===== config.mk =====
export PLATFORM = sky130hd
export DESIGN_NAME = alu_op_sequencer_flat
export DESIGN_NICKNAME = d
export VERILOG_FILES = /design/src/rtl/alu_op_sequencer_if.sv /design/src/rtl/alu_op_sequencer.sv /design/src/flat_wrapper.sv
export SDC_FILE = /design/constraint.sdc
export NUM_CORES = 1
export LEC_CHECK = 0
export ABC_CLOCK_PERIOD_IN_PS = 2250
export CAP_MARGIN = 20
export CORE_UTILIZATION = 43
export DETAILED_ROUTE_END_ITERATION = 16
export PLACE_DENSITY = 0.75
export SLEW_MARGIN = 15
export SYNTH_ARGS = -nofsm -noshare
export SYNTH_HDL_FRONTEND = slang
export SYNTH_SLANG_ARGS = --single-unit

===== constraint.sdc =====
create_clock -name clk -period 2.25 [get_ports clk]
set_clock_uncertainty 0.2 [all_clocks]
set_input_delay 0.3375 -clock clk [delete_from_list [all_inputs] [get_ports clk]]
set_output_delay 0.3375 -clock clk [all_outputs]
set_load 0.01 [all_outputs]

===== src/rtl/alu_op_sequencer_if.sv =====
// Bundles the switch/button inputs, ALU drive/return signals and display outputs of the ALU front-end sequencer.
interface alu_op_sequencer_if #(
  parameter int WIDTH  = 6,
  parameter int MODE_W = 3
);
  logic [WIDTH-1:0]  sw;
  logic              btn_next;
  logic              btn_clear;
  logic [WIDTH-1:0]  alu_a;
  logic [WIDTH-1:0]  alu_b;
  logic [MODE_W-1:0] alu_mode;
  logic [WIDTH-1:0]  alu_out;
  logic              alu_cout;
  logic              alu_ovf;
  logic [WIDTH-1:0]  result;
  logic              res_cout;
  logic              res_ovf;
  logic              done;
  logic [2:0]        state;

  modport master (
    output sw, btn_next, btn_clear, alu_out, alu_cout, alu_ovf,
    input  alu_a, alu_b, alu_mode, result, res_cout, res_ovf, done, state
  );

  modport slave (
    input  sw, btn_next, btn_clear, alu_out, alu_cout, alu_ovf,
    output alu_a, alu_b, alu_mode, result, res_cout, res_ovf, done, state
  );
endinterface


===== src/rtl/alu_op_sequencer.sv =====
// Steps operand A, operand B, mode into ALU registers, then latches result HOLD_CYCLES edges after the mode step.
// All outputs registered; btn_next is ignored during EXEC (never queued), btn_clear wins over btn_next.
module alu_op_sequencer #(
  parameter int WIDTH       = 6,
  parameter int MODE_W      = 3,
  parameter int HOLD_CYCLES = 2
) (
  input logic              clk,
  input logic              reset,
  alu_op_sequencer_if.slave bus
);
  localparam int CNT_W = $clog2(HOLD_CYCLES + 1);

  typedef enum logic [2:0] {
    S_A    = 3'd0,
    S_B    = 3'd1,
    S_MODE = 3'd2,
    S_EXEC = 3'd3,
    S_SHOW = 3'd4
  } state_t;

  state_t            state_q, state_d;
  logic [WIDTH-1:0]  a_q, a_d;
  logic [WIDTH-1:0]  b_q, b_d;
  logic [MODE_W-1:0] mode_q, mode_d;
  logic [WIDTH-1:0]  result_q, result_d;
  logic              cout_q, cout_d;
  logic              ovf_q, ovf_d;
  logic              done_q, done_d;
  logic [CNT_W-1:0]  cnt_q, cnt_d;
  logic              clr;

  always_ff @(posedge clk or posedge reset) begin
    if (reset) begin
      state_q  <= S_A;
      a_q      <= '0;
      b_q      <= '0;
      mode_q   <= '0;
      result_q <= '0;
      cout_q   <= 1'b0;
      ovf_q    <= 1'b0;
      done_q   <= 1'b0;
      cnt_q    <= '0;
    end else begin
      state_q  <= state_d;
      a_q      <= a_d;
      b_q      <= b_d;
      mode_q   <= mode_d;
      result_q <= result_d;
      cout_q   <= cout_d;
      ovf_q    <= ovf_d;
      done_q   <= done_d;
      cnt_q    <= cnt_d;
    end
  end

  always_comb begin
    state_d  = state_q;
    a_d      = a_q;
    b_d      = b_q;
    mode_d   = mode_q;
    result_d = result_q;
    cout_d   = cout_q;
    ovf_d    = ovf_q;
    done_d   = done_q;
    cnt_d    = cnt_q;
    clr      = bus.btn_clear;

    case (state_q)
      S_A: if (bus.btn_next) begin
        a_d     = bus.sw;
        state_d = S_B;
      end
      S_B: if (bus.btn_next) begin
        b_d     = bus.sw;
        state_d = S_MODE;
      end
      S_MODE: if (bus.btn_next) begin
        mode_d  = bus.sw[MODE_W-1:0];
        cnt_d   = CNT_W'(HOLD_CYCLES);
        state_d = S_EXEC;
      end
      S_EXEC: begin
        // Capture on the last settle edge so latency is exactly HOLD_CYCLES.
        if (cnt_q == CNT_W'(1)) begin
          result_d = bus.alu_out;
          cout_d   = bus.alu_cout;
          ovf_d    = bus.alu_ovf;
          done_d   = 1'b1;
          state_d  = S_SHOW;
        end else begin
          cnt_d = cnt_q - CNT_W'(1);
        end
      end
      S_SHOW: if (bus.btn_next) begin
        done_d  = 1'b0;
        state_d = S_A;
      end
      default: clr = 1'b1;
    endcase

    // Clear overrides whatever the state logic chose, including illegal-state recovery.
    if (clr) begin
      state_d  = S_A;
      a_d      = '0;
      b_d      = '0;
      mode_d   = '0;
      result_d = '0;
      cout_d   = 1'b0;
      ovf_d    = 1'b0;
      done_d   = 1'b0;
      cnt_d    = '0;
    end
  end

  assign bus.alu_a    = a_q;
  assign bus.alu_b    = b_q;
  assign bus.alu_mode = mode_q;
  assign bus.result   = result_q;
  assign bus.res_cout = cout_q;
  assign bus.res_ovf  = ovf_q;
  assign bus.done     = done_q;
  assign bus.state    = state_q;
endmodule


===== src/flat_wrapper.sv =====
// flat-port wrapper written by rule: the top's interface ports become plain ports
module alu_op_sequencer_flat 
#(
  parameter int WIDTH       = 6,
  parameter int MODE_W      = 3,
  parameter int HOLD_CYCLES = 2
)
  (clk, reset, bus_sw, bus_btn_next, bus_btn_clear, bus_alu_out, bus_alu_cout, bus_alu_ovf, bus_alu_a, bus_alu_b, bus_alu_mode, bus_result, bus_res_cout, bus_res_ovf, bus_done, bus_state);
  alu_op_sequencer_if #(.WIDTH(WIDTH), .MODE_W(MODE_W)) bus_i ();
  input logic clk;
  input logic reset;
  input wire logic [$bits(bus_i.sw)-1:0] bus_sw;
  input wire logic [$bits(bus_i.btn_next)-1:0] bus_btn_next;
  input wire logic [$bits(bus_i.btn_clear)-1:0] bus_btn_clear;
  input wire logic [$bits(bus_i.alu_out)-1:0] bus_alu_out;
  input wire logic [$bits(bus_i.alu_cout)-1:0] bus_alu_cout;
  input wire logic [$bits(bus_i.alu_ovf)-1:0] bus_alu_ovf;
  output wire logic [$bits(bus_i.alu_a)-1:0] bus_alu_a;
  output wire logic [$bits(bus_i.alu_b)-1:0] bus_alu_b;
  output wire logic [$bits(bus_i.alu_mode)-1:0] bus_alu_mode;
  output wire logic [$bits(bus_i.result)-1:0] bus_result;
  output wire logic [$bits(bus_i.res_cout)-1:0] bus_res_cout;
  output wire logic [$bits(bus_i.res_ovf)-1:0] bus_res_ovf;
  output wire logic [$bits(bus_i.done)-1:0] bus_done;
  output wire logic [$bits(bus_i.state)-1:0] bus_state;
  assign bus_i.sw = bus_sw;
  assign bus_i.btn_next = bus_btn_next;
  assign bus_i.btn_clear = bus_btn_clear;
  assign bus_i.alu_out = bus_alu_out;
  assign bus_i.alu_cout = bus_alu_cout;
  assign bus_i.alu_ovf = bus_alu_ovf;
  assign bus_alu_a = bus_i.alu_a;
  assign bus_alu_b = bus_i.alu_b;
  assign bus_alu_mode = bus_i.alu_mode;
  assign bus_result = bus_i.result;
  assign bus_res_cout = bus_i.res_cout;
  assign bus_res_ovf = bus_i.res_ovf;
  assign bus_done = bus_i.done;
  assign bus_state = bus_i.state;
  alu_op_sequencer #(.WIDTH(WIDTH), .MODE_W(MODE_W), .HOLD_CYCLES(HOLD_CYCLES)) u_core (.clk(clk), .reset(reset), .bus(bus_i));
endmodule

==> results of run 1 <==
==> registers in the layout (all words and copies together) (netlist names) <==
name                 count
u_core.bus.alu_a         6
u_core.bus.alu_b         6
u_core.bus.result        6
u_core.bus.alu_mode      3
u_core.bus.state         3
u_core.cnt_q             2
u_core.bus.done          1
u_core.bus.res_cout      1
u_core.bus.res_ovf       1
==> through the flow <==
stage          utilization (%)  hold slack [ns]
2_1_floorplan                -            0.201
3_3_place_gp              63.2            0.290
3_5_place_dp              63.2            0.298
4_1_cts                   65.6            0.174
5_1_grt                   65.7            0.201
6_report                  65.7            0.171
==> layout make-up <==
type	instances	area (µm²)
fillers	240	980
flip-flops and latches	29	727
multi-input cells	76	552
repair buffers	48	470
clock buffers	7	65.1
well taps	31	38.8
inverters	4	15.0
clock inverters	1	5.00
==> Yosys cell counts (all sizes together) <==
library cell	instances	area (µm²)
nor4b	2	32.5
nand3b	1	7.51
nand2b	2	12.5
dfrtp	29	726
and3b	3	26.3
and4b	1	10.0
ha	1	12.5
a22o	8	70.1
o21a	1	7.51
nor2	18	67.6
nand2	2	7.51
mux2i	15	150
nand3	2	10.0
o21ai	4	20.0
inv	4	15.0
and2	1	6.26
a41oi	1	8.76
buf	5	37.5
a31oi	1	6.26
a311oi	1	8.76
and4bb	1	12.5
a211o	1	8.76
a221oi	1	8.76
nor3	2	10.0
clkbuf	5	18.8
or2	1	6.26
a21oi	2	10.0
a211oi	1	7.51
nor2b	1	6.26
and2b	1	7.51
nor4bb	1	10.0
==> kinds of logic after synthesis <==
group	count (synthesis)	share of synthesized area (%)
flip-flops	29	53.8
AO/OA/AOI/OAI	21	11.6
adder cells (fa/ha/maj)	1	0.927
AND/OR/NAND/NOR	39	17.3
multiplexers	15	11.1
buffers and inverters	14	5.29
==> layer usage <==
| layer | track usage [%] | share of wire [%] | vias up |
|---|---|---|---|
| met5 | 0 | 0 | - |
| met4 | 8.16 | 1.0 | 0 |
| met3 | 7.14 | 6.3 | 6 |
| met2 | 29.9 | 47 | 34 |
| met1 | 28.9 | 46 | 520 |
| li1 | - | - | 507 |
==> layout by cell type, fill, tap and decap left out, drive strengths merged, types with 2 or more instances in the layout <==
master          n
dfrtp          29
nand2           2
mux2i          15
a22o            8
and3b           3
clkdlybuf4s50  44
nor2           18
nor4b           2
nand3           2
inv             4
buf             4
nand2b          2
nor3            2
clkbuf          7
a21oi           2
o21ai           4
==> where the power goes <==
part / leakage (nW) / switching (mW) / total (mW) / internal [mW]
Sequential: 0.397 / 0.0188 / 0.555 / 0.537
Combinational: 0.381 / 0.0673 / 0.153 / 0.0861
Clock: 0.0413 / 0.183 / 0.364 / 0.181
==> timing repair <==
action	in CTS	in global routing
endpoints found under the setup margin	0	1
buffers inserted	0	0
gates resized for setup	0	1
==> how the worst min path moves through the flow <==
stage                                       endpoint  depth (start not counted)  slack [ns]                             start
finish              u_core.bus.result[0]$_DFFE_PP0P_                          3        0.17                             reset
global route        u_core.bus.result[0]$_DFFE_PP0P_                          3        0.20                             reset
CTS                 u_core.bus.result[0]$_DFFE_PP0P_                          3        0.17                             reset
detailed placement  u_core.bus.result[0]$_DFFE_PP0P_                          1        0.30  u_core.bus.result[0]$_DFFE_PP0P_
global placement    u_core.bus.result[3]$_DFFE_PP0P_                          1        0.29  u_core.bus.result[3]$_DFFE_PP0P_
floorplan            u_core.bus.state[2]$_DFFE_PP0P_                          1        0.20                     bus_btn_clear
==> tightest hold or removal path: cells and delay by family <==
| family | cells | cell delay (ns) |
|---|---|---|
| buffers and inverters | 3 | 0.77 |
==> metrics.yaml, run 1 <==
status: "completed"
worstPathCellList: "clkdlybuf4s50_1"
crit_path_capture: "bus_state[2]"
area_of_the_mapped_netlist_mm2: 0.00135
nNetsFinal: 183
pin_count_of_the_biggest_net_entering_global_routing: 30
critical_path_depth: 1
areaGrowthSynthToFinish_pct: 38.9
dieHeight_um: 58.0
fin_ws_ns: 0.133
post_drt_wl_per_cell_um: 15.8
finalCritPeriodShare_pct: 94.1
placement.io_buffers: 44
total_leakage_power_nw: 0.819
clock-root-buffer: "sky130_fd_sc_hd__clkbuf_4"
initial_antenna_violation_count: 0
worst-path-max-fanout: 14
detail_route.first_pass.iterations: 6
core_region_area_mm2: 0.00285
tightest_slew_ns: 0.447
grt-ovfl-total: 0
worst_path_clk_slew_ns: 0.10
critical_path.max_stage_delay_ns: 0.63
row_count: 19
clock_buffer_count_from_cts: 5
drv.max_cap_violation_count: 0
placed_cells: 188
end_kind: "output port"
final_number_of_setup_violating_endpoints: 0
cts_tree: "done"
setup-tns-final_ns: 0
yosys.cell_types.count: 33
totalWireLength_um: 3100
ys.warnings.count: 0
syn-instance-count: 119
maxClockFrequency_ghz: 0.472
drv_slew: 0
max_slew_margin_pct: 70.2
timing.final.crit_period_ns: 2.12
first_global_vias: 1087
finalWeightedCongestion: 0.755
global_route.usage.total_pct: 20.8
cts_max_level: 2
power_per_cell_area_mw_per_mm2: 573
seq_total_area_yosys_pct: 53.8
timing.critical_path.from: "u_core.bus.state[2]$_DFFE_PP0P_"
clk_path_buf_depth: 2
rr_endpoint: "u_core.bus.res_cout$_DFFE_PP0P_"
peakVddDrop_mv: 0.408
routed_via_density: 5.44
die_w_um: 58.0
antenna_cells_inserted: 0
stdcell_count: 196
place_worst_setup_slack_ns: 0.205
final_standard_cell_area_without_fillers_mm2: 0.00187
critical_path_s_slowest_cell: "sky130_fd_sc_hd__dfrtp_1"
worst_hold_path_class: "primary input to asynchronous set/reset pin"
worst_reg2reg_setup_slack_ns: 0.46
worst-endpoint-arrival_ns: 1.58
synth.avg_cell_area_um2: 11.3
worst-endpoint-required_ns: 1.71
worstRegToRegCells: 4
top_level_ports: 45
drc_errors: 0
cp_num_buf_inv: 1
placed_area_mm2: 0.00180
syn-num-nets: 138
total_power_mw: 1.07
clkLatencyLatePin_ns: 0.33
timing_hold_violations_final: 0
fraction_of_final_layout_cells_with_drive_strength_greater_than_1_pct: 9.70
detailroute.via_count: 1067
global_route_wire_length_before_repair_um: 5160
ys_ff_latch: 29
startpoint_type: "register"
hpwl_after_dpl_um: 2140
drt_first_iter_violations: 26
die_area_mm2: 0.00336
path_class: "register to output port"
hold_buffers: 0
effective_utilization_at_floorplan_pct: 47.3
worstReg2RegStart: "u_core.cnt_q[0]$_DFFE_PP0P_"
drtAntennaViolNets: 0
tritoncts_num_sinks: 29
critical_path.top_delay_family: "flip-flops"
setup_repair_after_global_routing_missed_its_margin: "false"
(Power assumes the default switching activity.)
==> run 2, diff against run 1 <==
Settings changed: ABC_CLOCK_PERIOD_IN_PS 2250 to not set, GPL_TIMING_DRIVEN set to 0.
==> run 2 against run 1 <==
  * The flow now finishes with violations (DRC)
  * Via count rose by 4.1%
  * Final area rose by 2.0%
  * Utilization rose by 1.3 points
  * Hold slack got worse by 0.14 ns
  * Global-route usage rose by 1.1 points
==> metrics.yaml, run 2 (synthesis gave the netlist of run 1 again) <==
areaGrowthSynthToFinish_pct: 41.7  # was 38.9%
core_region_area_mm2: 0.00285  # unchanged
worst_hold_path_class: "primary input to asynchronous set/reset pin"  # unchanged
worstPathCellList: "inv_1 > ha_1 > clkbuf_1 > nand3_1 > and3b_1 > clkbuf_1 > a22o_1"  # was clkdlybuf4s50_1
setup-tns-final_ns: 0  # unchanged
final_standard_cell_area_without_fillers_mm2: 0.00191  # was 0.00187 mm²
setup_repair_after_global_routing_missed_its_margin: "false"  # unchanged
critical_path_s_most_frequent_cell: "sky130_fd_sc_hd__clkbuf_1"
global_route_wire_length_before_repair_um: 5380  # was 5160 µm
pin_count_of_the_biggest_net_entering_global_routing: 30  # unchanged
first_global_vias: 1166  # was 1087
clkLatencyLatePin_ns: 0.33  # about the same
cts_resized: 0  # unchanged
placed_cells: 194  # was 188
detail_route.first_pass.iterations: 9  # was 6
tritoncts_num_sinks: 29  # unchanged
critical_path.top_delay_family: "buffers and inverters"  # was flip-flops
grtUsageMet3_pct: 9.15  # was 7.14%
dieHeight_um: 58.0  # unchanged
end_kind: "register"  # was output port
worst_reg2reg_setup_slack_ns: 0.28  # was 0.46 ns
fraction_of_final_layout_cells_with_drive_strength_greater_than_1_pct: 8.77  # was 9.70%
drt_first_iter_violations: 67  # was 26
drtAntennaViolNets: 0  # unchanged
cts_tree: "done"  # unchanged
power_per_cell_area_mw_per_mm2: 544  # was 573 mW/mm²
total_leakage_power_nw: 0.833  # was 0.819 nW
violated_checks: "DRC"
status: "finished with violations"  # was completed
placed_area_mm2: 0.00183  # was 0.00180 mm²
tightest_slew_ns: 0.646  # was 0.447 ns
drc_errors: 1  # was 0
clk_path_buf_depth: 2  # unchanged
startpoint_type: "register"  # unchanged
die_area_mm2: 0.00336  # unchanged
hpwl_after_dpl_um: 2330  # was 2140 µm
maxClockFrequency_ghz: 0.506  # was 0.472 GHz
die_w_um: 58.0  # unchanged
routed_via_density: 5.50  # was 5.44
post_drt_wl_per_cell_um: 16.1  # was 15.8 µm
drv_slew: 0  # unchanged
global_route.peak_usage_layer: "met2"  # unchanged
timing_hold_violations_final: 0  # unchanged
final_number_of_setup_violating_endpoints: 0  # unchanged
hold_buffers: 0  # unchanged
layout_commonest_cell: "sky130_fd_sc_hd__clkdlybuf4s50_1"  # unchanged
finalWeightedCongestion: 0.830  # was 0.755
clock_buffer_count_from_cts: 5  # unchanged
global_route.usage.met1_pct: 26.8  # was 28.9%
placement.io_buffers: 44  # unchanged
cp_num_buf_inv: 3  # was 1
detailroute.via_count: 1111  # was 1067
totalWireLength_um: 3250  # was 3100 µm
clock-root-buffer: "sky130_fd_sc_hd__clkbuf_4"  # unchanged
drv.max_cap_violation_count: 0  # unchanged
timing.final.crit_period_ns: 1.97  # was 2.12 ns
worst-path-max-fanout: 9  # was 14
worst_path_clk_slew_ns: 0.09  # was 0.10 ns
effective_utilization_at_floorplan_pct: 47.3  # unchanged
worst-endpoint-required_ns: 2.26  # was 1.71 ns
grt_util_met2_pct: 35.0  # was 29.9%
place_worst_setup_slack_ns: 0.0279  # was 0.205 ns
top_level_ports: 45  # unchanged
worst-endpoint-arrival_ns: 1.99  # was 1.58 ns
cts_max_level: 2  # unchanged
most-common-layout-cells: "sky130_fd_sc_hd__clkdlybuf4s50_1 (44), sky130_fd_sc_hd__dfrtp_1 (29), sky130_fd_sc_hd__nor2_1 (18)"  # was sky130_fd_sc_hd__clkdlybuf4s50_1 (44), sky130_fd_sc_hd__dfrtp_1 (28), sky130_fd_sc_hd__nor2_1 (18)
nNetsFinal: 190  # was 183
fin_ws_ns: 0.275  # was 0.133 ns
postCtsSetupRepairBufs: 0  # unchanged
critical_path_s_slowest_cell: "sky130_fd_sc_hd__dfrtp_1"  # unchanged
critical_path.max_stage_delay_ns: 0.39  # was 0.63 ns
grt-ovfl-total: 0  # unchanged
initial_antenna_violation_count: 0  # unchanged
max_slew_margin_pct: 56.7  # was 70.2%
row_count: 19  # unchanged
stdcell_count: 202  # was 196
path_class: "register to register"  # was register to output port
global_route.usage.total_pct: 21.8  # was 20.8%
finalCritPeriodShare_pct: 87.8  # was 94.1%
peakVddDrop_mv: 0.391  # was 0.408 mV
fillerInstances: 237  # was 240
antenna_cells_inserted: 0  # unchanged
[run 2: metal layers]
layer | routed length (µm) | share of wire, %
met1 | 1400 | 43
met2 | 1580 | 49
met3 | 230 | 7.1
met4 | 39 | 1.2
met5 | 0 | 0
[run 2: final cells by class]
cell class | count | area, µm² | area share [%]
plain buffers | 10 | 56.3 | 2.95
clock buffers | 7 | 55.1 | 2.88
inverters | 4 | 15.0 | 0.786
multi-input cells | 76 | 552 | 28.9
flip-flops and latches | 29 | 726 | 38.0
well taps | 31 | 38.8 | 2.03
repair buffers | 45 | 468 | 24.5
[run 2: path summary, 6_finish.rpt]
kind	cells after the start	endpoint	startpoint
max	7	u_core.bus.result[3]$_DFFE_PP0P_	u_core.cnt_q[1]$_DFFE_PP0P_
max reg2reg	7	u_core.bus.result[3]$_DFFE_PP0P_	u_core.cnt_q[1]$_DFFE_PP0P_
min in group clk	1	u_core.bus.result[1]$_DFFE_PP0P_	u_core.bus.result[1]$_DFFE_PP0P_
max in group asynchronous	3	u_core.bus.alu_b[2]$_DFFE_PP0P_	reset
min reg2reg	1	u_core.bus.result[1]$_DFFE_PP0P_	u_core.bus.result[1]$_DFFE_PP0P_
min	2	u_core.bus.res_ovf$_DFFE_PP0P_	reset
[run 2: worst register-to-register path: cells and delay by family (launching register included)]
kind / cells / cell delay [ns]
AND/OR/NAND/NOR: 2 / 0.32
buffers and inverters: 3 / 0.56
flip-flops: 1 / 0.39
adder cells (fa/ha/maj): 1 / 0.13
AO/OA/AOI/OAI: 1 / 0.27
[run 2: per-stage QoR]
step	util, %	power, mW	hold slack (ns)
2_1_floorplan	-	0.638	0.201
5_1_grt	67.0	1.09	0.0296
3_5_place_dp	64.1	0.723	0.296
3_3_place_gp	64.1	0.716	0.291
6_report	67.0	1.04	0.0262
4_1_cts	66.0	1.04	0.319
[run 2: power by group]
| group | switching, mW | leakage, nW | internal, mW |
|---|---|---|---|
| Sequential | 0.0104 | 0.399 | 0.536 |
| Combinational | 0.0804 | 0.402 | 0.0913 |
| Clock | 0.173 | 0.0314 | 0.147 |
